## config.mk

```make
export PLATFORM = sky130hd
export DESIGN_NAME = seq_divider
export DESIGN_NICKNAME = d
export VERILOG_FILES = /design/src/rtl/seq_divider.sv
export SDC_FILE = /design/constraint.sdc
export NUM_CORES = 1
export LEC_CHECK = 0
export CAP_MARGIN = 15
export CORE_MARGIN = 2
export CORE_UTILIZATION = 45
export CTS_CLUSTER_DIAMETER = 120
export DETAILED_ROUTE_END_ITERATION = 7
export PLACE_DENSITY = 0.68
export SLEW_MARGIN = 25
export SYNTH_ARGS = -nofsm -noshare
export SYNTH_HDL_FRONTEND = slang
export SYNTH_SLANG_ARGS = --single-unit
```

## constraint.sdc

```tcl
create_clock -name clk -period 9.3 [get_ports clk]
set_clock_uncertainty 0.15 [all_clocks]
set_input_delay 1.86 -clock clk [delete_from_list [all_inputs] [get_ports clk]]
set_output_delay 1.86 -clock clk [all_outputs]
set_load 0.05 [all_outputs]
```

## src/rtl/seq_divider.sv

```systemverilog
// -----------------------------------------------------------------------------
// seq_divider
//   Multi-cycle unsigned restoring divider that retires one quotient bit per
//   clock. The result word feeds the HI/LO register: remainder in the upper
//   half (HI) and quotient in the lower half (LO).
//
// Ports
//   clk          rising-edge clock
//   rst          synchronous active-low reset (0 = reset)
//   start        division request, sampled only while idle
//   dividend     numerator, captured on the accepting edge
//   divisor      denominator, captured on the accepting edge
//   busy         high from the accepting edge until done rises
//   done         one-cycle pulse; divAns / div_by_zero are valid
//   divAns       {remainder, quotient}; held until the next result or reset
//   div_by_zero  raised with done when the captured divisor was zero
// -----------------------------------------------------------------------------
module seq_divider #(
    parameter int WIDTH = 32
) (
    input  logic                 clk,
    input  logic                 rst,
    input  logic                 start,
    input  logic [WIDTH-1:0]     dividend,
    input  logic [WIDTH-1:0]     divisor,
    output logic                 busy,
    output logic                 done,
    output logic [2*WIDTH-1:0]   divAns,
    output logic                 div_by_zero
);

    localparam int CW = (WIDTH > 1) ? $clog2(WIDTH) : 1;

    typedef enum logic [1:0] {
        IDLE = 2'd0,
        RUN  = 2'd1,
        FIN  = 2'd2
    } state_t;

    state_t               state_q, state_d;
    logic [WIDTH-1:0]     rem_q,   rem_d;
    logic [WIDTH-1:0]     quo_q,   quo_d;
    logic [WIDTH-1:0]     dsr_q,   dsr_d;
    logic [CW-1:0]        cnt_q,   cnt_d;
    logic                 busy_q,  busy_d;
    logic                 done_q,  done_d;
    logic                 dbz_q,   dbz_d;
    logic [2*WIDTH-1:0]   ans_q,   ans_d;

    // One restoring step. The partial remainder never reaches the divisor,
    // so it fits in WIDTH bits; shifting in the next dividend bit needs
    // WIDTH+1 bits, which is the width of the trial subtraction.
    logic [WIDTH:0]       trial;
    logic [WIDTH-1:0]     rem_step;
    logic [WIDTH-1:0]     quo_step;

    always_comb begin
        trial    = {rem_q, quo_q[WIDTH-1]} - {1'b0, dsr_q};
        // A negative trial implies rem_q[WIDTH-1] was 0, so dropping it
        // in the restore path loses nothing.
        rem_step = trial[WIDTH] ? {rem_q[WIDTH-2:0], quo_q[WIDTH-1]}
                                : trial[WIDTH-1:0];
        quo_step = {quo_q[WIDTH-2:0], ~trial[WIDTH]};
    end

    always_comb begin
        state_d = state_q;
        rem_d   = rem_q;
        quo_d   = quo_q;
        dsr_d   = dsr_q;
        cnt_d   = cnt_q;
        busy_d  = busy_q;
        done_d  = 1'b0;
        dbz_d   = dbz_q;
        ans_d   = ans_q;

        case (state_q)
            IDLE: begin
                if (start) begin
                    if (divisor != '0) begin
                        rem_d   = '0;
                        quo_d   = dividend;
                        dsr_d   = divisor;
                        cnt_d   = '0;
                        busy_d  = 1'b1;
                        dbz_d   = 1'b0;
                        state_d = RUN;
                    end else begin
                        // Divide by zero: report remainder = dividend and an
                        // all-ones quotient without iterating.
                        ans_d   = {dividend, {WIDTH{1'b1}}};
                        dbz_d   = 1'b1;
                        done_d  = 1'b1;
                        state_d = FIN;
                    end
                end
            end

            RUN: begin
                rem_d = rem_step;
                quo_d = quo_step;
                cnt_d = cnt_q + CW'(1);
                if (cnt_q == CW'(WIDTH - 1)) begin
                    ans_d   = {rem_step, quo_step};
                    busy_d  = 1'b0;
                    done_d  = 1'b1;
                    state_d = FIN;
                end
            end

            FIN: begin
                state_d = IDLE;
            end

            default: begin
                state_d = IDLE;
                busy_d  = 1'b0;
            end
        endcase
    end

    always_ff @(posedge clk) begin
        if (!rst) begin
            state_q <= IDLE;
            rem_q   <= '0;
            quo_q   <= '0;
            dsr_q   <= '0;
            cnt_q   <= '0;
            busy_q  <= 1'b0;
            done_q  <= 1'b0;
            dbz_q   <= 1'b0;
            ans_q   <= '0;
        end else begin
            state_q <= state_d;
            rem_q   <= rem_d;
            quo_q   <= quo_d;
            dsr_q   <= dsr_d;
            cnt_q   <= cnt_d;
            busy_q  <= busy_d;
            done_q  <= done_d;
            dbz_q   <= dbz_d;
            ans_q   <= ans_d;
        end
    end

    assign busy        = busy_q;
    assign done        = done_q;
    assign divAns      = ans_q;
    assign div_by_zero = dbz_q;

endmodule
```

==> flow_summary.toml <==
[worst_setup_path]
cpLargestDelayFamily = "simple AND/OR/NAND/NOR gates"
critical_path.startpoint_type = "primary input"
worstSetupEndpointType = "flop"
critPathRequiredTime_ns = 9.51
crit_chain = "clkdlybuf4s50_1 -> nor4_1 -> nand4_1 -> nor2_1 -> nand3_1 -> a21oi_4 -> buf_4 -> nand2_1 -> a211oi_1 -> a31o_1"
slowest_delay_ns = 0.63
critical_path_arrival_ns = 5.20
critical_path_class = "primary input to flop"
cp_slowest_cell = "buf_4"
cp_max_fo = 86
path_buf_inv = 2

[logic_synthesis]
synthCells = 1105
yosysSeqAreaShare = 0.3785
synth_nets = 1207
avgSynthCellArea_um2 = 8.137
ys_async_sr_fraction = 0
synth_cell_types = 69
synth-edff-count = 0
synth_area_um2 = 8991
ys_ff_latch = 170
yosysWarnings = 0
ys.flop_type = "dfxtp_1"

[global_route]
grt_use_total = 0.2323
grt_antenna_before_repair = 0
grt_pass1_wl_mm = 40.11
gr-total-overflow = 0
grt_pass1_vias = 7740
grt_max_degree = 102

[clocking]
clk_pin_slew_ns = 0.07
cts_tree = "done"
numCtsBuffers = 17
postCtsHoldBufs = 0
worstSkewPairLatency_ns = 0.43
cts_resized = 0
cts_max_level = 4
clk_path_buf_depth = 2
post_cts_buffers = 0
cts_sinks = 170
cts_root_buf = "clkbuf_16"

[placement]
dp_hpwl_mm = 17.48
dp_slack_ns = 3.896
dpl_cell_area_um2 = 10420
io_buffers = 133
gp_congestion = 0.9459

[sta]
period_needed_ns = 4.988
fmaxAchievable_ghz = 0.2005
final.setup.tns_ns = 0
worst_slack_ns = 4.312
slew_headroom = 0.3844
rsz0062_at_grt = "false"
hold_violations = 0
slew_viol_final = 0
tightest_slew_ns = 0.9185
timing.final.crit_share = 0.5363
report.final.setup_viol = 0

[floorplan]
ioPinCount = 134
initial_core_util = 0.4605
die_h_um = 145.4
core.rowCount = 51
die-area_um2 = 21130
core-area_um2 = 19530
fp.dieW_um = 145.4

[min_path]
hold_class = "flop to flop"

[cells_and_area]
final_cell_mix = "213 x nand2_1, 170 x dfxtp_1, 132 x clkdlybuf4s50_1"
diodes = 0
fin_area_um2 = 11010
mostFrequentLayoutCell = "nand2_1"
drive_gt1_frac = 0.06988
synthToLayoutAreaGrowth_pct = 22.49
final_nets = 1291
fin_util = 0.5640

[route]
vias = 8241
first_pass_iters = 6
vias_per_cell = 5.618
drc = 0
drtAntennaViolNets = 0
routed_wl_mm = 24.90
drtIter0Drc = 741
wl_per_cell_um = 16.97

[power]
total_power_w = 0.003647
ir_drop_mv = 0.3351
power.leakage_nw = 4.420
powerDensity_nw_per_um2 = 331.2

[flow_run]
cap_viol_max_count = 0

[run_status]
status = "finished clean"
power breakdown:
part           total (W)  switching (W)  internal, W
Combinational    0.00207        0.00120     0.000865
Sequential      0.000870      0.0000679     0.000802
Clock           0.000709       0.000328     0.000381
cells in the mapped netlist, types with 18 or more instances:
master	instances	area, µm²
o211a_1	34	340.3
dfxtp_1	170	3403
inv_1	41	153.9
nor3_1	39	195.2
o21ai_0	50	250.2
nor3b_1	33	247.7
a21oi_1	46	230.2
a21boi_0	43	322.8
ha_1	34	425.4
a21boi_1	18	135.1
clkbuf_1	60	225.2
a31oi_1	27	168.9
nand3_1	38	190.2
nor2_1	61	229.0
nand2_1	213	799.5
flip-flops by register name (all words and copies together), names as in the netlist:
| name | flops |
|---|---|
| busy | 1 |
| cnt_q | 5 |
| divAns | 64 |
| div_by_zero | 1 |
| done | 1 |
| dsr_q | 32 |
| quo_q | 32 |
| rem_q | 32 |
| state_q | 2 |
layer usage:
metal | wire length, µm | part of all wire | global-route usage
met1 | 11250 | 0.45 | 0.3080
met2 | 11960 | 0.48 | 0.3929
met3 | 1301 | 0.052 | 0.03730
met4 | 393 | 0.016 | 0.06520
met5 | 0 | 0 | 0
final cells by class:
| cell class | instances | area, µm² |
|---|---|---|
| clock buffers | 18 | 429.2 |
| inverters | 41 | 153.9 |
| repair buffers | 143 | 1404 |
| flip-flops and latches | 170 | 3403 |
| fillers | 1835 | 8513 |
| well taps | 265 | 331.6 |
| clock inverters | 14 | 156.4 |
| multi-input cells | 816 | 5135 |
kinds of logic after synthesis:
family | synth area share
compound gates | 0.2352
xor+xnor | 0.02936
fa+ha+maj | 0.04954
buf+inv | 0.05580
flops | 0.3785
mux | 0.02533
simple gates | 0.2263
final timing paths:
check | from | cells past startpoint | slack [ns] | to
max | divisor[16] | 10 | 4.31 | divAns[57]$_SDFFE_PN0P_
min reg2reg | dsr_q[5]$_SDFFE_PN0P_ | 2 | 0.32 | dsr_q[5]$_SDFFE_PN0P_
min | dsr_q[5]$_SDFFE_PN0P_ | 2 | 0.32 | dsr_q[5]$_SDFFE_PN0P_
max reg2reg | quo_q[31]$_SDFFE_PN0P_ | 14 | 5.25 | divAns[50]$_SDFFE_PN0P_
tightest hold or removal path, stage by stage, from the launching register on:
cell      delay (ns)
dfxtp_1         0.31
nand2_1         0.05
a21boi_0        0.06
stage by stage:
step / cells / hold slack (ns)
floorplan: 1105 / 0.2935
global placement: 1435 / 0.3061
detailed placement: 1435 / 0.3089
CTS: 1467 / 0.3188
global route: 1467 / 0.3406
finish: 1467 / 0.3165
No activity file was read; power rests on OpenSTA's default activity.
